--- config.mk ---
export PLATFORM = sky130hd
export DESIGN_NAME = hash_msg_feeder
export DESIGN_NICKNAME = d
export VERILOG_FILES = /design/src/rtl/hash_msg_feeder.sv
export SDC_FILE = /design/constraint.sdc
export NUM_CORES = 1
export LEC_CHECK = 0
export ABC_AREA = 1
export CAP_MARGIN = 20
export CORE_MARGIN = 2
export CORE_UTILIZATION = 60
export CTS_BUF_LIST = sky130_fd_sc_hd__clkbuf_8
export DETAILED_ROUTE_END_ITERATION = 6
export HOLD_SLACK_MARGIN = 0.15
export PLACE_DENSITY = 0.95
export SLEW_MARGIN = 20
export SYNTH_ARGS = -nofsm -noshare
export SYNTH_HDL_FRONTEND = slang
export SYNTH_SLANG_ARGS = --single-unit
--- constraint.sdc ---
create_clock -name clk -period 4.7 [get_ports clk]
set_input_delay 0.94 -clock clk [delete_from_list [all_inputs] [get_ports clk]]
set_output_delay 0.94 -clock clk [all_outputs]
set_load 0.05 [all_outputs]
--- src/rtl/hash_msg_feeder.sv ---
// Feeds host message bytes from a small FIFO into the light-hash core's byte port.
// It then captures the resulting digest and hands it back to the host over valid/ready.
module hash_msg_feeder #(
  parameter int DEPTH       = 16,
  parameter int LEN_W       = 16,
  parameter int TIMEOUT_CYC = 1024
) (
  input  logic             clk,
  input  logic             reset,
  input  logic             wr_valid,
  input  logic [7:0]       wr_data,
  output logic             wr_ready,
  input  logic             start,
  input  logic [LEN_W-1:0] msg_len,
  output logic             start_ready,
  output logic [7:0]       hc_m,
  output logic             hc_m_valid,
  output logic [63:0]      hc_len,
  input  logic             hc_hash_ready,
  input  logic [31:0]      hc_digest,
  output logic             dig_valid,
  input  logic             dig_ready,
  output logic [31:0]      dig_out,
  output logic             err_timeout
);

  localparam int AW = $clog2(DEPTH);
  localparam int TW = $clog2(TIMEOUT_CYC + 1);

  typedef enum logic [1:0] {IDLE, SEND, WAIT_DIG, DONE} state_t;

  state_t           state, state_next;
  logic [7:0]       mem [DEPTH];
  logic [AW-1:0]    wr_ptr, rd_ptr;
  logic [AW:0]      count;
  logic             push, pop;
  logic [LEN_W-1:0] remaining, remaining_next;
  logic [TW-1:0]    tmo_cnt, tmo_cnt_next;
  logic             hr_q, hr_rise;
  logic [7:0]       hc_m_next;
  logic             hc_m_valid_next;
  logic [63:0]      hc_len_next;
  logic             dig_valid_next;
  logic [31:0]      dig_out_next;
  logic             err_next;

  assign wr_ready    = (count != (AW+1)'(DEPTH));
  assign push        = wr_valid && wr_ready;
  assign start_ready = (state == IDLE);
  assign hr_rise     = hc_hash_ready && !hr_q;

  // Storage array is not reset; only the pointers and count define its contents.
  always_ff @(posedge clk) begin
    if (push) begin
      mem[wr_ptr] <= wr_data;
    end
  end

  always_ff @(posedge clk or negedge reset) begin
    if (!reset) begin
      wr_ptr <= '0;
      rd_ptr <= '0;
      count  <= '0;
    end else begin
      if (push) wr_ptr <= wr_ptr + 1'b1;
      if (pop)  rd_ptr <= rd_ptr + 1'b1;
      case ({push, pop})
        2'b10:   count <= count + 1'b1;
        2'b01:   count <= count - 1'b1;
        default: count <= count;
      endcase
    end
  end

  always_ff @(posedge clk or negedge reset) begin
    if (!reset) begin
      state       <= IDLE;
      remaining   <= '0;
      tmo_cnt     <= '0;
      hr_q        <= 1'b0;
      hc_m        <= 8'h00;
      hc_m_valid  <= 1'b0;
      hc_len      <= 64'h0;
      dig_valid   <= 1'b0;
      dig_out     <= 32'h0;
      err_timeout <= 1'b0;
    end else begin
      state       <= state_next;
      remaining   <= remaining_next;
      tmo_cnt     <= tmo_cnt_next;
      hr_q        <= hc_hash_ready;
      hc_m        <= hc_m_next;
      hc_m_valid  <= hc_m_valid_next;
      hc_len      <= hc_len_next;
      dig_valid   <= dig_valid_next;
      dig_out     <= dig_out_next;
      err_timeout <= err_next;
    end
  end

  // hc_m_valid defaults low so every state that does not deliver a byte leaves a gap.
  always_comb begin
    state_next      = state;
    remaining_next  = remaining;
    tmo_cnt_next    = tmo_cnt;
    hc_m_next       = hc_m;
    hc_m_valid_next = 1'b0;
    hc_len_next     = hc_len;
    dig_valid_next  = dig_valid;
    dig_out_next    = dig_out;
    err_next        = err_timeout;
    pop             = 1'b0;
    case (state)
      IDLE: begin
        if (start) begin
          hc_len_next    = 64'(msg_len);
          remaining_next = msg_len;
          err_next       = 1'b0;
          tmo_cnt_next   = '0;
          if (msg_len == '0) begin
            // Empty message: one dummy zero byte lets the core finalise.
            hc_m_valid_next = 1'b1;
            hc_m_next       = 8'h00;
            state_next      = WAIT_DIG;
          end else begin
            state_next = SEND;
          end
        end
      end
      SEND: begin
        if (count != '0) begin
          pop             = 1'b1;
          hc_m_next       = mem[rd_ptr];
          hc_m_valid_next = 1'b1;
          remaining_next  = remaining - 1'b1;
          if (remaining == LEN_W'(1)) begin
            tmo_cnt_next = '0;
            state_next   = WAIT_DIG;
          end
        end
      end
      WAIT_DIG: begin
        if (hr_rise) begin
          dig_out_next   = hc_digest;
          dig_valid_next = 1'b1;
          state_next     = DONE;
        end else if (tmo_cnt == TW'(TIMEOUT_CYC - 1)) begin
          err_next   = 1'b1;
          state_next = IDLE;
        end else begin
          tmo_cnt_next = tmo_cnt + 1'b1;
        end
      end
      DONE: begin
        if (dig_ready) begin
          dig_valid_next = 1'b0;
          state_next     = IDLE;
        end
      end
      default: state_next = IDLE;
    endcase
  end

endmodule

# Yosys cells after proc, flatten, opt, wreduce, memory -nomap -nowiden
# Memory sizes are Yosys's and may differ from the RTL's.
# Cells that the tools add are included.
# totals
ff_bits	102
ramBits	128
input_bits	62
output_inout_bits	109
elab_cells	93
memories	1
# op_classes
n_addsub	6
eq_ne	18
n_mux	36
reduce_logical	19
# memory_table
name	words	width	read_ports	rd_ports_with_merged_regs	write_ports	line_no	text
mem	16	8	1	0	1	33	logic [7:0] mem [DEPTH];
# ops
operator	n
2-to-1 mux 11 bit	5
one-hot mux 11 bit (3 select lines)	1
2-to-1 mux 16 bit	2
one-hot mux 16 bit (2 select lines)	1
2-to-1 mux 8 bit	3
equality test 16 x 1 -> 1 bit (second input constant)	1
zero test 16 bit	1
!= test 2 bit (second input constant)	8
one-hot mux 8 bit (2 select lines)	1
subtractor 16 x 1 -> 16 bit (second input constant)	1
2-to-1 mux 2 bit	7
adder 11 x 1 -> 11 bit (second input constant)	1
equality test 11 x 10 -> 1 bit (second input constant)	1
2-to-1 mux 1 bit	11
one-hot mux 5 bit (2 select lines)	1
adder 4 x 1 -> 4 bit (second input constant)	2
one-hot mux 2 bit (4 select lines)	1
AND reduction 4 bit	2
nonzero test 2 bit	4
equality test 2 bit (second input constant)	3
one-hot mux 1 bit (2 select lines)	3
AND reduction 3 bit	2
AND reduction 6 bit	1
adder 5 x 1 -> 5 bit (second input constant)	1
12 further kinds	15

# Longest topological paths before layout
# depth
word_depth	5
mapped_depth	15
depth_no_buf	14

# Least setup slack after synthesis
# No wires, ideal clock.
# synth_path
path_type	register -> register
startpoint	register count[2]
endpoint	register count[4]
setup_time_ps	65
arrival_time_ps	2371
required_time_ps	4635
slack_ps	2265
stages_incl_launch_ff	14
path_buffers	0
synth_period_minus_slack_ps	2435
cell_sequence	dfrtp_1 -> nor2_1 -> nand3_1 -> nand2_1 -> ha_1 -> xor2_1 -> ha_1 -> inv_1 -> nand2_1 -> nand3_1 -> nand2_1 -> xor2_1 -> nand2_1 -> nand2_1
# synth_between
word_cells_on_any_way	11
classes_between	add/sub (2); eq/ne (3); mux (3); reduce/logical (3)
# synth_lines
element	line_no	text
start, declared	35	logic [AW:0] count;
start signal, assigned	68	2'b10: count <= count + 1'b1;
start signal, assigned	69	2'b01: count <= count - 1'b1;
start signal, assigned	70	default: count <= count;
!= test 5 bit *	47	assign wr_ready = (count != (AW+1)'(DEPTH));
named net wr_ready	12	output logic wr_ready,
logical AND 1 bit *	48	assign push = wr_valid && wr_ready;
equality test 2 x 1 -> 1 bit or equality test 2 bit (tied branches)	67	case ({push, pop})
one-hot mux 5 bit (2 select lines) or nonzero test 2 bit (tied branches)	--	
# The timed path passes the listed nets; every way through them passes the cells marked *.
# A chain may end at the register's enable or synchronous reset.

# Final worst setup path
# layout_path
startpoint	register state[0]
endpoint	register count[4]
# layout_between
elab_chain_cells	4
word_cells_on_any_way	6
classes_between	eq/ne (3); mux (2); reduce/logical (1)
# layout_lines
element	line_no	text
start, declared	32	state_t state, state_next;
start signal, assigned	88	state <= state_next;
equality test 2 x 1 -> 1 bit *	113	case (state)
2-to-1 mux 1 bit *	113	
equality test 2 x 1 -> 1 bit or equality test 2 bit (tied branches)	67	
one-hot mux 5 bit (2 select lines) or nonzero test 2 bit (tied branches)	--	
# Mark *: on every way between the ends. The rest lies on a longest branch, timed or not.

==> flow_summary.toml <==
[finish]
fin_area_um2 = 12500
layout_common_cells = "nand2_1, edfxtp_1, clkdlybuf4s50_1, nand3_1, dfrtp_1"
multi_input_area_um2 = 3580
area_growth_pct = 18.1
nets = 1335
drive_gt1_frac = 0.0590
regArea_um2 = 6400
antennaDiodeCount = 0
fillCellCount = 1073
layout_commonest_cell = "nand2_1"

[global_route]
grt-ovfl-total = 0
grt_max_degree = 74
grt_pass1_vias = 8196
grt_usage = 0.281
antenna_found_initial = 0
grt_pass1_wl_mm = 40.9

[timing]
timing_hold_violations_final = 0
tns_ns = 0
hold_ws_ns = 0.479
worst_slew_pin_slew_ns = 1.07
rsz0062_at_grt = "false"
worst_slack_ns = 1.48
fin_skew_ns = 0.0201
max_slew_margin = 0.279
finalMaxSlewViolations = 0
min_period_over_period = 0.686
setup_viol = 0
fmax_mhz = 310
finalCriticalPeriod_ns = 3.22

[worst_setup_path]
worstPathArrival_ns = 3.69
start_kind = "flip-flop"
cp.required_ns = 5.17
crit_type = "flip-flop to flip-flop"
crit_path_end_kind = "flip-flop"
cp_max_fo = 24

[cts]
post_cts_buffers = 0
cts_tree = "done"
htree_levels = 2
cts_made_buffers = 36
cts_buffer_depth = 3
cts_sinks = 230
clk_pin_slew_ns = 0.06
ctsResizeCount = 0
cts_hold_buf = 0
clock-root-buffer = "clkbuf_8"
insertion_delay_ns = 0.53

[routing]
firstDrtPassIters = 6
antenna_left = 0
drt_first_iter_violations = 1216
via_count = 8548
drc = 0
vias_per_cell = 5.65
post_drt_wl_per_cell_um = 17.3
wl_mm = 26.1

[place]
dp_hpwl_mm = 16.0
gp_congestion = 0.945
dpl_worst_slack_ns = 1.40
placed_area_um2 = 11700
portBuffers = 122

[synth]
async_reset_ff_frac = 0.443
synth_flop_cell = "edfxtp_1"
synth_edf_count = 128
synthCells = 1140
synth_top_area_frac = 0.364
yosysUniqueCellTypes = 34
yosys.area.top_type = "edfxtp_1"
ys_top_cells_by_area = "edfxtp_1, dfrtp_1, nand2_1"
yosysSeqAreaShare = 0.606
synth_area_um2 = 10600
yosys_warnings = 0
avgSynthCellArea_um2 = 9.26
synth-seq-cells = 230

[power_and_ir_drop]
p_clk_frac = 0.203
p_sw_w = 0.00398
ir_drop_mv = 0.730
swShare = 0.455
p_int_w = 0.00478
p_seq_frac = 0.342
total_leakage_power_nw = 5.56
power_w = 0.00876
power_density_nw_per_um2 = 702
combinationalPowerShare = 0.454

[die]
core_um2 = 17200
dieHeight_um = 137
std_cell_rows = 48
dieArea_um2 = 18700
ios = 171
fp.dieW_um = 137
start_util = 0.613

[status]
status = "completed"

[job]
max_cap_violations = 0

[min_path]
hp-class = "flip-flop to flip-flop"
==> kinds of logic (layout without fill, tap and decap cells) <==
family | count (synthesis) | count (layout) | share of synthesized area
AOI/OAI and AO/OA | 55 | 55 | 0.0283
xor gates and xnor gates | 21 | 21 | 0.0174
adders and majority gates | 12 | 12 | 0.0142
buffers and inverters | 145 | 246 | 0.0723
DFF | 230 | 230 | 0.606
other | 1 | 48 | 0.000355
and+or+nand+nor | 676 | 676 | 0.262
==> stage by stage <==
| step | cells | utilization |
|---|---|---|
| after floorplan | 1187 | - |
| after global placement | 1448 | 0.680 |
| after detailed placement | 1448 | 0.680 |
| after CTS | 1513 | 0.724 |
| after global routing | 1513 | 0.724 |
| final | 1513 | 0.724 |
==> synth_stat cells, drive strengths merged (9+ instances only) <==
cell and count:
nand2 460, edfxtp 128, nand3 120, dfrtp 102, nor2 81, buf 77
inv 53, o21ai 39, xor2 16, clkbuf 13, ha 12, a21oi 9
nand4 9
==> registers in the layout, summed over array words and instances (netlist names), 2 cells and up <==
signal	cells
mem	128
dig_out	32
hc_len	16
remaining	16
tmo_cnt	11
hc_m	8
count	5
rd_ptr	4
wr_ptr	4
state	2
==> power groups by stage <==
stage | clock, W | sequential, W | combinational [W]
detailed placement | 0 | 0.00300 | 0.00386
floorplan | 0 | 0.00375 | 0.00197
global route | 0.00187 | 0.00305 | 0.00426
finish | 0.00178 | 0.00300 | 0.00398
global placement | 0 | 0.00299 | 0.00371
CTS | 0.00178 | 0.00298 | 0.00393
==> metal layers <==
layer  vias up  track usage  part of all wire
met3        99       0.0574             0.093
li1       3861            -                 -
met1      4014        0.364              0.37
met5         -            0                 0
met2       574        0.464              0.50
met4         0        0.120             0.039
==> worst max-delay path, stage by stage (launching register included) <==
cell and delay [ns]:
dfrtp_1 0.47, inv_2 0.09, nor2_4 0.42, nand2_1 0.26, inv_1 0.41, ha_1 0.38
xor2_1 0.24, ha_1 0.19, inv_1 0.05, nand2_1 0.10, nand3_1 0.09, nand2_1 0.10
xor2_1 0.20, nand2_1 0.09, nand2_1 0.07
==> final timing paths <==
path | from | end | slack [ns] | cells after the start
hold reg to reg | dig_out[25] | dig_out[25] | 0.48 | 2
hold / removal | dig_out[25] | dig_out[25] | 0.48 | 2
setup reg to reg | state[0] | count[4] | 1.48 | 14
setup / recovery | state[0] | count[4] | 1.48 | 14
min in group asynchronous | reset | hc_len[4] | 0.54 | 1
max in group asynchronous | reset | dig_out[2] | 3.17 | 2
==> area by class of cell <==
cell class | count | share of cell area
clock buffer | 43 | 0.0474
clock inverter | 22 | 0.0138
inverter | 55 | 0.0165
multi-input combinational | 812 | 0.287
sequential | 230 | 0.513
tap | 225 | 0.0226
timing repair buffer | 126 | 0.100
No activity file was read; power rests on OpenSTA's default activity.
